$ cat src/rtl/alu_seq_exec_if.sv
// Request/response bundle for alu_seq_exec.
// Master drives the operation and out_ready; slave returns in_ready, out_valid and the result.
interface alu_seq_exec_if #(
  parameter int DATA_WIDTH = 32
);
  // Valid/ready semantics, both channels: a transfer happens on a rising clk edge
  // where valid && ready. The producer holds valid and payload until then.
  // The consumer may raise or drop ready freely.
  logic                  in_valid;
  logic                  in_ready;
  logic [3:0]            Operation;
  logic [DATA_WIDTH-1:0] SrcA;
  logic [DATA_WIDTH-1:0] SrcB;
  logic                  out_valid;
  logic                  out_ready;
  logic [DATA_WIDTH-1:0] ALUResult;

  modport master (
    output in_valid, Operation, SrcA, SrcB, out_ready,
    input  in_ready, out_valid, ALUResult
  );

  modport slave (
    input  in_valid, Operation, SrcA, SrcB, out_ready,
    output in_ready, out_valid, ALUResult
  );
endinterface

$ cat src/rtl/alu_seq_exec.sv
// Sequential ALU: single-cycle logic/arith/compare ops.
// Shifts run one bit per cycle in a SHIFT state; the result is held in DONE until it is taken.
module alu_seq_exec #(
  parameter int DATA_WIDTH = 32
) (
  input  logic              clk,
  input  logic              reset,
  alu_seq_exec_if.slave     bus,
  output logic [1:0]        dbg_state
);
  localparam int SW = $clog2(DATA_WIDTH);

  localparam logic [1:0] IDLE  = 2'd0;
  localparam logic [1:0] SHIFT = 2'd1;
  localparam logic [1:0] DONE  = 2'd2;

  localparam logic [3:0] OP_SRL = 4'b0111;
  localparam logic [3:0] OP_SLL = 4'b1001;
  localparam logic [3:0] OP_SRA = 4'b1010;

  logic [1:0]            state;
  logic [DATA_WIDTH-1:0] result;
  logic [SW-1:0]         cnt;
  logic [3:0]            op_q;

  logic [DATA_WIDTH-1:0] alu_y;
  logic [DATA_WIDTH-1:0] shift1;
  logic [SW-1:0]         shamt;
  logic                  is_shift;
  logic                  lt;

  assign shamt    = bus.SrcB[SW-1:0];
  assign is_shift = (bus.Operation == OP_SRL) || (bus.Operation == OP_SLL) ||
                    (bus.Operation == OP_SRA);
  assign lt       = $signed(bus.SrcA) < $signed(bus.SrcB);

  always_comb begin
    alu_y = '0;
    case (bus.Operation)
      4'b0000: alu_y = bus.SrcA & bus.SrcB;
      4'b0001: alu_y = bus.SrcA | bus.SrcB;
      4'b0010: alu_y = bus.SrcA + bus.SrcB;
      4'b0011: alu_y = bus.SrcA - bus.SrcB;
      4'b0100: alu_y = bus.SrcA ^ bus.SrcB;
      4'b0101: alu_y = {{(DATA_WIDTH-1){1'b0}}, lt};
      4'b0110: alu_y = bus.SrcB;
      4'b1000: alu_y = {{(DATA_WIDTH-1){1'b0}}, bus.SrcA == bus.SrcB};
      4'b1100: alu_y = {{(DATA_WIDTH-1){1'b0}}, lt};
      4'b1111: alu_y = {{(DATA_WIDTH-1){1'b0}}, ~lt};
      default: alu_y = '0;
    endcase
  end

  // op_q only ever holds a shift opcode while in SHIFT; anything not SLL/SRL is SRA.
  always_comb begin
    shift1 = '0;
    case (op_q)
      OP_SLL:  shift1 = {result[DATA_WIDTH-2:0], 1'b0};
      OP_SRL:  shift1 = {1'b0, result[DATA_WIDTH-1:1]};
      default: shift1 = {result[DATA_WIDTH-1], result[DATA_WIDTH-1:1]};
    endcase
  end

  always_ff @(posedge clk or posedge reset) begin
    if (reset) begin
      state  <= IDLE;
      result <= '0;
      cnt    <= '0;
      op_q   <= '0;
    end else begin
      case (state)
        IDLE: begin
          if (bus.in_valid) begin
            op_q <= bus.Operation;
            if (is_shift) begin
              result <= bus.SrcA;
              cnt    <= shamt;
              state  <= (shamt == '0) ? DONE : SHIFT;
            end else begin
              result <= alu_y;
              state  <= DONE;
            end
          end
        end
        SHIFT: begin
          result <= shift1;
          cnt    <= cnt - SW'(1);
          if (cnt == SW'(1)) state <= DONE;
        end
        DONE: begin
          if (bus.out_ready) state <= IDLE;
        end
        default: state <= IDLE;
      endcase
    end
  end

  assign bus.in_ready  = (state == IDLE);
  assign bus.out_valid = (state == DONE);
  assign bus.ALUResult = result;
  assign dbg_state     = state;
endmodule

$ cat src/flat_wrapper.sv
// flat-port wrapper written by rule: the top's interface ports become plain ports
module alu_seq_exec_flat 
#(
  parameter int DATA_WIDTH = 32
)
  (clk, reset, dbg_state, bus_in_valid, bus_Operation, bus_SrcA, bus_SrcB, bus_out_ready, bus_in_ready, bus_out_valid, bus_ALUResult);
  alu_seq_exec_if #(.DATA_WIDTH(DATA_WIDTH)) bus_i ();
  input  logic clk;
  input  logic reset;
  output logic [1:0] dbg_state;
  input wire logic [$bits(bus_i.in_valid)-1:0] bus_in_valid;
  input wire logic [$bits(bus_i.Operation)-1:0] bus_Operation;
  input wire logic [$bits(bus_i.SrcA)-1:0] bus_SrcA;
  input wire logic [$bits(bus_i.SrcB)-1:0] bus_SrcB;
  input wire logic [$bits(bus_i.out_ready)-1:0] bus_out_ready;
  output wire logic [$bits(bus_i.in_ready)-1:0] bus_in_ready;
  output wire logic [$bits(bus_i.out_valid)-1:0] bus_out_valid;
  output wire logic [$bits(bus_i.ALUResult)-1:0] bus_ALUResult;
  assign bus_i.in_valid = bus_in_valid;
  assign bus_i.Operation = bus_Operation;
  assign bus_i.SrcA = bus_SrcA;
  assign bus_i.SrcB = bus_SrcB;
  assign bus_i.out_ready = bus_out_ready;
  assign bus_in_ready = bus_i.in_ready;
  assign bus_out_valid = bus_i.out_valid;
  assign bus_ALUResult = bus_i.ALUResult;
  alu_seq_exec #(.DATA_WIDTH(DATA_WIDTH)) u_core (.clk(clk), .reset(reset), .bus(bus_i), .dbg_state(dbg_state));
endmodule
$ cat config.mk
export PLATFORM = sky130hd
export DESIGN_NAME = alu_seq_exec_flat
export DESIGN_NICKNAME = d
export VERILOG_FILES = /design/src/rtl/alu_seq_exec_if.sv /design/src/rtl/alu_seq_exec.sv /design/src/flat_wrapper.sv
export SDC_FILE = /design/constraint.sdc
export NUM_CORES = 1
export LEC_CHECK = 0
export BUFFER_PORTS_ARGS = -buffer_cell sky130_fd_sc_hd__buf_2
export CAP_MARGIN = 20
export CORE_ASPECT_RATIO = 1.5
export CORE_MARGIN = 1
export CORE_UTILIZATION = 42
export CTS_CLUSTER_SIZE = 30
export DETAILED_ROUTE_END_ITERATION = 8
export PLACE_DENSITY_LB_ADDON = 0.1
export RECOVER_POWER = 100
export SLEW_MARGIN = 20
export SYNTH_ARGS = -nofsm -noshare
export SYNTH_HDL_FRONTEND = slang
export SYNTH_SLANG_ARGS = --single-unit
$ cat constraint.sdc
create_clock -name clk -period 6.6 [get_ports clk]
set_input_delay 1.32 -clock clk [delete_from_list [all_inputs] [get_ports clk]]
set_output_delay 1.32 -clock clk [all_outputs]
set_load 0.05 [all_outputs]
==> flow_results.org, run 1 <==
** Finish
- Ratio of cells with drive above 1 in the final layout :: 9.71%
- Non-filler instance count after layout :: 1,458
- The filler cells instantiated in the layout total 1,997.
- P&R area growth vs syn :: 9.17%
- Final core area utilization :: 47.2%
- After the last flow step, the layout net total stands at 1,384.

** Synth
- Netlist Area Pre-Place :: 8090 µm²
- The share of the Yosys chip area taken by registers is 13.3%.
- Synth Instances :: 1,149
- Average cell area after synthesis :: 7.04 µm²
- Number of enable-type register cells in the synthesized netlist :: 0
- Counting every net in the synthesized netlist gives 1,329.
- The top cell type by area accounts for 16.4% of the synthesized area.
- Counting distinct cell types in the post-synthesis netlist gives 95.
- Yosys printed 0 warnings.
- For this run, the leading register cell type out of synthesis is sky130_fd_sc_hd__dfrtp_1.
- Top post-synthesis cells by area :: sky130_fd_sc_hd__ha_1 16%, sky130_fd_sc_hd__dfrtp_1 13%, sky130_fd_sc_hd__a21oi_1 7.1%, sky130_fd_sc_hd__nand2_1 6.2%, sky130_fd_sc_hd__o21ai_0 4.9%
- Summed over all instances, the cell type with the most area after synthesis is sky130_fd_sc_hd__ha_1.
- In the post-synthesis netlist, the cell with the most instances is sky130_fd_sc_hd__nand2_1.
- Synthesis-stage register bit count :: 43
- Ranking of synthesized cells by instance count :: 133 x sky130_fd_sc_hd__nand2_1, 115 x sky130_fd_sc_hd__a21oi_1, 106 x sky130_fd_sc_hd__ha_1, 103 x sky130_fd_sc_hd__inv_1, 80 x sky130_fd_sc_hd__o21ai_0
- Of all flip-flops after synthesis, the portion carrying an async set or reset was 100%.

** Power and ir drop
- Sequential fraction of design power :: 24.2%
- The clock network burns 11.5% of the power.
- Sw Share :: 58.6%
- For this design the total switching power over the nets is 1330 µW.
- Leakage :: 0.00383 µW
- The internal portion of the total power is 941 µW.
- Worst ir drop on vdd :: 0.137 mV
- In this run, the combinational gates consume 64.3% of the power.
- Power density of the placed cells :: 257 nW/µm²

** Drt
- Number of vias in the routed layout :: 9,234
- Routed wire per std cell :: 21.6 µm
- DR vias/cell :: 6.33
- In the routed design, unresolved DRC markers number 0.
- Number of DRC violations after detailed-routing iteration 0 :: 702
- For this run, the detailed router's first-pass iteration total came to 6.
- Wires add up to 31.5 mm.
- Post-route ant nets :: 0

** Timing
- Peak Freq :: 198 MHz
- Clock skew on the completed layout was measured at 9.72 ps.
- Hold Worst Slack :: 532 ps
- For the final routed database, the setup TNS stands at 0 ps.
- Actual slew at the worst max-slew pin :: 2510 ps
- Headroom to the max-slew limit came out at -67.6%.
- After layout, the worst path uses 76.7% of the clock period.
- Number of failing hold endpoints at the final stage :: 0
- Setup repair after global routing left no endpoint under its margin.
- PnR worst setup slack :: 1540 ps
- Subtracting the final worst setup slack from the clock period gives 5060 ps.
- Count of final setup violators :: 0
- The final number of max-transition violations is 89.

** Setup path
- The worst setup path is of the primary input to flip-flop kind.
- Max incr delay on CP :: 1820 ps
- Data on the critical path is required at its endpoint by 6810 ps.
- Max Fanout on Critical Path :: 44
- Startpoint type of the worst setup path :: primary input
- Buffer and inverter count on the worst path :: 1
- STA puts the critical path data arrival time at 5270 ps.
- Master of the slowest instance on the critical path :: sky130_fd_sc_hd__or2_0
- Top delay family on crit path :: simple AND/OR/NAND/NOR gates
- Endpoint type of the worst setup path :: flip-flop
- Walking the worst path, the cells encountered are buf_2 > nor2_1 > or2_0 > nor2_1 > o2111ai_1 > a21oi_1 > o2111ai_1 > a41o_1 > nand4b_1 > a21oi_1.

** Clocking
- Num Clock Sinks :: 43
- After clock tree synthesis, the setup repair step added 0 buffers.
- The clock passes through at most 2 buffers.
- Clock-pin slew was measured on the worst setup and hold paths at 70 ps.
- Post-cts gate resize count :: 0
- Root buffer cell :: sky130_fd_sc_hd__clkbuf_16
- For this design, the CTS-stage hold fixing added 0 buffers.
- The later pin in the worst-skew pair is clocked with a latency of 300 ps.
- TritonCTS clock tree :: yes
- In this run, CTS created clock tree buffers numbering 5.
- H-Tree Depth :: 2

** Run status
- Outcome :: complete, but fails checks
- The checks that failed: max-capacitance violations, max-slew violations.

** Floorplanning
- Height of the die :: 172 µm
- Area of the core :: 18,700 µm²
- Placement Rows :: 61
- Initial Utilization :: 43.3%
- The die covers 19,800 µm².
- Floorplan die width :: 115 µm
- Pin placement for this block handled 108 I/O pins.

** Global route
- Via count of the first global-routing pass :: 8,670
- First-pass GRT wire length :: 48.4 mm
- Global routing finished with a remaining overflow of 0.
- Entering global routing, the biggest net connects 45 pins.
- In the global route stage, overall resource usage came out at 31.6%.
- The number of antenna violations at the first check in global routing was 2.

** Place
- Detailed placement ended at an HPWL of 23.9 mm.
- At the end of routability-driven placement, the weighted congestion stood at 0.977.
- At the placement stage, the worst setup path has a slack of 2160 ps.
- Placed cell count :: 1,448
- The count of buffers added on input and output ports is 107.

** Worst hold path
- The tightest min-delay check is of the flip-flop to flip-flop type.

** Run
- Count of maximum capacitance violations :: 2
[tightest hold or removal path: cells and delay by family (launching register included)]
| kind | cells | cell delay [ps] |
|---|---|---|
| compound gates | 1 | 60 |
| simple gates | 1 | 50 |
| flops | 1 | 380 |
[stage by stage]
stage / power [µW] / cell area (µm²)
after detailed placement: 2020 / 8770
final: 2270 / 8830
after CTS: 2290 / 8900
after global placement: 2020 / 8770
after floorplan: 1580 / 8090
after global routing: 2410 / 8830
[area by class of cell]
class / instances / area [µm²] / area share (%)
multi-input combinational: 927 / 6310 / 71.4
sequential: 43 / 1080 / 12.2
timing repair buffer: 123 / 603 / 6.83
inverter: 104 / 392 / 4.43
tap: 252 / 315 / 3.57
clock buffer: 7 / 133 / 1.50
clock inverter: 1 / 5.00 / 0.0567
antenna: 1 / 2.50 / 0.0283
[cell usage in the layout (no fill, tap or decap), types with 5 or more instances in the layout]
cell / Yosys / final
sky130_fd_sc_hd__buf_4: 3 / 13
sky130_fd_sc_hd__and2_1: 7 / 7
sky130_fd_sc_hd__ha_1: 106 / 106
sky130_fd_sc_hd__o211ai_1: 19 / 20
sky130_fd_sc_hd__a31oi_1: 25 / 25
sky130_fd_sc_hd__a22oi_1: 17 / 17
sky130_fd_sc_hd__o21bai_1: 8 / 8
sky130_fd_sc_hd__and3_1: 10 / 10
sky130_fd_sc_hd__a21oi_1: 115 / 115
sky130_fd_sc_hd__nor2b_1: 19 / 18
sky130_fd_sc_hd__o22ai_1: 9 / 9
sky130_fd_sc_hd__a311oi_1: 9 / 9
sky130_fd_sc_hd__inv_1: 103 / 102
sky130_fd_sc_hd__o31ai_1: 15 / 15
sky130_fd_sc_hd__clkbuf_16: 0 / 5
sky130_fd_sc_hd__or3_1: 12 / 12
sky130_fd_sc_hd__nor4_1: 6 / 5
sky130_fd_sc_hd__a221o_1: 5 / 5
sky130_fd_sc_hd__nor3_1: 20 / 20
sky130_fd_sc_hd__nor2_1: 70 / 71
sky130_fd_sc_hd__a211oi_1: 13 / 14
sky130_fd_sc_hd__dfrtp_1: 43 / 43
sky130_fd_sc_hd__a221oi_1: 18 / 18
sky130_fd_sc_hd__a2111oi_0: 6 / 8
sky130_fd_sc_hd__nand2_1: 133 / 133
sky130_fd_sc_hd__nand4_1: 8 / 8
sky130_fd_sc_hd__o21ai_1: 7 / 5
sky130_fd_sc_hd__nand3_1: 38 / 38
sky130_fd_sc_hd__o2111ai_1: 11 / 11
sky130_fd_sc_hd__o21ai_0: 80 / 82
sky130_fd_sc_hd__a21o_1: 13 / 13
sky130_fd_sc_hd__clkbuf_1: 56 / 43
sky130_fd_sc_hd__a22o_1: 7 / 7
sky130_fd_sc_hd__mux2i_1: 9 / 9
sky130_fd_sc_hd__nand2b_1: 13 / 13
sky130_fd_sc_hd__xnor2_1: 7 / 7
sky130_fd_sc_hd__buf_2: 14 / 68
sky130_fd_sc_hd__mux2_2: 5 / 5
[logic make-up after synthesis]
logic type	count (synthesis)	share of synthesized area [%]
fa+ha+maj	108	16.9
mux	14	1.81
buf+inv	179	8.75
compound gates	438	37.2
flops	43	13.3
xor+xnor	8	0.866
simple gates	359	21.2
[power by group through the flow]
stage | clock (µW) | sequential (µW) | combinational (µW)
floorplan | 0 | 828 | 754
global placement | 0 | 548 | 1470
detailed placement | 0 | 549 | 1470
CTS | 266 | 544 | 1480
global route | 271 | 569 | 1570
finish | 261 | 551 | 1460
[per-layer routing]
metal | GRT usage, % | wire length (µm) | vias to the layer above
li1 | - | - | 4333
met1 | 40.0 | 13200 | 4388
met2 | 55.1 | 15200 | 438
met3 | 2.59 | 2050 | 73
met4 | 11.5 | 955 | 2
met5 | 0 | 11 | -
[sequential cells by signal, indices dropped and copies added, names as in the netlist]
register,cells
u_core.bus.ALUResult,32
u_core.cnt,5
u_core.dbg_state,2
u_core.op_q,4
[worst paths after layout]
| kind | from | cells after the start | to | slack [ps] |
|---|---|---|---|---|
| max | bus_in_valid | 10 | u_core.bus.ALUResult[26] | 1540 |
| min | u_core.bus.ALUResult[10] | 2 | u_core.bus.ALUResult[10] | 530 |
| max reg2reg | u_core.dbg_state[0] | 9 | u_core.bus.ALUResult[26] | 2150 |
| min reg2reg | u_core.bus.ALUResult[10] | 2 | u_core.bus.ALUResult[10] | 530 |
| max in group asynchronous | reset | 2 | u_core.bus.ALUResult[13] | 3970 |
| min in group asynchronous | reset | 2 | u_core.bus.ALUResult[25] | 1600 |
Power figures use the tool's default switching activity.
==> run 2: changes to the inputs <==
==> constraint.sdc (replaced) <==
create_clock -name clk -period 4.5 [get_ports clk]
set_input_delay 0.9 -clock clk [delete_from_list [all_inputs] [get_ports clk]]
set_output_delay 0.9 -clock clk [all_outputs]
set_load 0.05 [all_outputs]
==> run 2 against run 1 <==
The flow still finishes with violations (max-capacitance violations, max-slew violations). Non-clock buffer count grew 10. Clock power grew 91%. Via count shrank 0.47%. Cell area grew 1.1%. Critical path depth grew 1. Die area is the same. Sequential share of layout area shrank 0.13 points. Register-to-register slack lost 560 ps. Sequential cell count is the same. Clock-buffer cell count shrank 1. Worst hold slack lost 4.7 ps. Global-route usage shrank 0.15 points. Critical path type unchanged.
==> flow_results.org, run 2 (synthesis results as in run 1) <==
** Run status
- Outcome :: complete, but fails checks
- The final reports fail on max-capacitance violations, max-slew violations.

** Timing
- The worst path in the final design needs a cycle of 4050 ps, including I/O delays and setup.
- The total negative slack for setup checks came to 0 ps (unchanged).
- The post-layout worst setup margin came to 446 ps (-1090 ps).
- Worst slew margin relative to its limit :: -45.9% (+22 points)
- The final hold violation count is 0 (unchanged).
- In the finished design, the share of the clock period the worst path needs comes to 90.1%.
- The number of endpoints failing setup at the final stage came to 0 (unchanged).
- The actual slew at the worst max-slew pin came to 2180 ps (-338 ps).
- The final number of max-transition violations is 44 (-51%).
- Setup repair after global routing left no endpoint under its margin.
- Static timing analysis puts the maximum clock frequency at 247 MHz.
- Worst Clk Skew :: 4.69 ps (-5.02 ps)

** Place
- The post-placement setup slack is 573 ps (-1590 ps).
- Number of port buffers :: 107 (unchanged)
- The weighted congestion reported at the end of routability-driven placement was 1.00 (+2.6%).
- The detailed placement HPWL is 23.9 mm (about the same).
- The number of cells after detailed placement was 1,459 (+0.76%).
- Cell area reported after detailed placement :: 8850 µm² (+0.94%)

** Global route
- Antenna violations before repair :: 2 (unchanged)
- The maximum number of pins on one net before global-route repair came to 45 (unchanged).
- The wire length of the first global-routing pass came to 48.1 mm (-0.57%).
- Global-route congestion overflow total :: 0 (unchanged)
- Via count of the first global-routing pass :: 8,666 (-0.046%)
- The overall routing resource usage came to 31.4% (-0.15 points).

** Finish
- Leading cell types in the layout, fill and taps excluded :: 133 x sky130_fd_sc_hd__nand2_1, 116 x sky130_fd_sc_hd__a21oi_1, 106 x sky130_fd_sc_hd__ha_1, 102 x sky130_fd_sc_hd__inv_1, 81 x sky130_fd_sc_hd__o21ai_0
- The share of post-route cells with drive strength above 1 came to 10.5% (+0.83 points).
- The area growth from synthesis to layout is 10.4%.
- Summed area of non-filler cells in the final layout :: 8930 µm² (+1.1%)
- Most common cell after layout, fill and taps aside :: sky130_fd_sc_hd__nand2_1
- The register area was 1080 µm² (unchanged).
- Max reg flops :: 32 (unchanged)
- Number of nets in the layout :: 1,394 (+0.72%)
- The area of the multi-input gates is 6290 µm² (-0.34%).
- Number of fillers in the final layout :: 2,006 (+0.45%)
- The filler-free cell count of the finished design came to 1,468 (+0.69%).

** Setup path
- Buffer and inverter count on the worst path :: 2 (+1)
- For this design, the slowest cell found on the critical path is sky130_fd_sc_hd__a221oi_1.
- Setup CP Type :: primary input to flip-flop
- Among cell families on the critical path, the largest total delay comes from compound AO/OA/AOI/OAI gates.
- Startpoint type of the worst setup path :: primary input
- Max Fanout on Critical Path :: 8 (-82%)
- The data arrival time at the worst-slack endpoint was 4270 ps (-1000 ps).
- Endpoint type of the worst setup path :: flip-flop
- Sequence of cells on the critical path :: buf_2 > inv_1 > ha_1 > o21bai_4 > a2111oi_4 > o211ai_2 > a221oi_1 > o221ai_2 > a31oi_1 > o2111ai_1 > a31oi_1
- The data required time of the critical path was 4720 ps (-2090 ps).
- The longest individual stage delay on the worst path was 700 ps (-1120 ps).
- In this design, the critical path's most frequently occurring cell is sky130_fd_sc_hd__a31oi_1.

** Clocking
- H-Tree Depth :: 2 (unchanged)
- TritonCTS clock tree :: yes
- The maximum root-to-sink buffer count was 2 (unchanged).
- The count of instances resized after the clock tree is built is 0 (unchanged).
- Buffer count from post-CTS setup fixing :: 0 (unchanged)
- The number of buffers created by CTS came to 5 (unchanged).
- The clock transition at the registers of the reported paths was 70 ps (about the same).
- CTS placed an instance of sky130_fd_sc_hd__clkbuf_16 at the clock tree root.
- The later-pin clock latency in the skew report came to 300 ps (about the same).
- Num Clock Sinks :: 43 (unchanged)
- The hold buffer count at cts is 0 (unchanged).

** Drt
- Post-route DRC violation count :: 0 (unchanged)
- Overall routed net length :: 31.1 mm (-1.3%)
- The iteration-0 DRC count of the detailed router is 761 (+8.4%).
- Initial DRT Pass Iterations :: 5 (-1)
- Post-route ant nets :: 0 (unchanged)
- DR vias/cell :: 6.26 (-1.1%)
- The mean routed wirelength per cell came to 21.2 µm (-2.0%).
- Number of vias in the routed layout :: 9,191 (-0.47%)

** Floorplanning
- Floorplan die width :: 115 µm (unchanged)
- Placement Rows :: 61 (unchanged)
- The die height was 172 µm (unchanged).
- The effective utilization at floorplan is 43.3% (unchanged).
- The number of top-level pins is 108 (unchanged).
- The core area came to 18,700 µm² (unchanged).
- The total die area came to 19,800 µm² (unchanged).

** Power and ir drop
- Sw Share :: 56.5% (-2.1 points)
- Clock network fraction of design power :: 14.5% (+3.0 points)
- The switching power was 1940 µW (+45%).
- Power after layout :: 3430 µW (+51%)
- Leakage :: 0.00391 µW (+1.9%)
- Power density of the placed cells :: 384 nW/µm² (+49%)
- Worst ir drop on vdd :: 0.243 mV (+77%)
- Cell internal pwr :: 1490 µW (+59%)
- The proportion of power drawn by combinational gates was 62.1% (-2.2 points).
- Sequential fraction of design power :: 23.4% (-0.8 points)

** Worst hold path
- Path category of the worst min-delay check :: flip-flop to flip-flop

** Run
- The max-capacitance violation count was 1 (-1).
==> run 2: per-layer routing <==
| layer | up-vias | track usage, % | wire length, µm |
|---|---|---|---|
| met3 | 67 | 3.72 | 2020 |
| met4 | 2 | 12.4 | 993 |
| li1 | 4360 | - | - |
| met2 | 402 | 53.2 | 14800 |
| met5 | - | 0 | 13 |
| met1 | 4360 | 40.2 | 13300 |
==> run 2: per-stage QoR <==
| step | utilization (%) | hold WS, ps |
|---|---|---|
| 6_report | 47.8 | 528 |
| 5_1_grt | 47.8 | 569 |
| 4_1_cts | 48.3 | 524 |
| 3_5_place_dp | 47.3 | 510 |
| 3_3_place_gp | 47.3 | 491 |
| 2_1_floorplan | - | 473 |
==> run 2: worst reg2reg max path, cell delays in order, from the launching register on <==
cell,delay [ps]
sky130_fd_sc_hd__dfrtp_1,530
sky130_fd_sc_hd__nand2b_1,540
sky130_fd_sc_hd__nand2_1,480
sky130_fd_sc_hd__a221o_1,390
sky130_fd_sc_hd__a2111oi_0,330
sky130_fd_sc_hd__o221ai_1,320
sky130_fd_sc_hd__o211a_1,210
==> run 2: path summary, 6_finish.rpt <==
path | from | to | slack [ps] | depth (start not counted)
min in group asynchronous | reset | u_core.dbg_state[1] | 1170 | 2
min reg2reg | u_core.op_q[2] | u_core.op_q[2] | 530 | 2
max in group asynchronous | reset | u_core.bus.ALUResult[8] | 2340 | 2
max | bus_SrcB[2] | u_core.bus.ALUResult[0] | 450 | 11
min | u_core.op_q[2] | u_core.op_q[2] | 530 | 2
max reg2reg | u_core.dbg_state[1] | u_core.bus.ALUResult[23] | 1590 | 6
==> run 2: power by group through the flow <==
stage	Sequential, µW	Combinational [µW]	Clock [µW]
final	802	2130	498
after global routing	832	2310	507
after CTS	796	2170	500
after detailed placement	804	2160	0
after global placement	802	2160	0
after floorplan	1210	1110	0
==> run 2: layout make-up <==
type,instances,share of cell area (%)
multi-input combinational,927,70.4
clock buffer,6,1.44
antenna,1,0.0280
tap,252,3.53
timing repair buffer,133,7.52
clock inverter,2,0.672
inverter,104,4.38
sequential,43,12.0
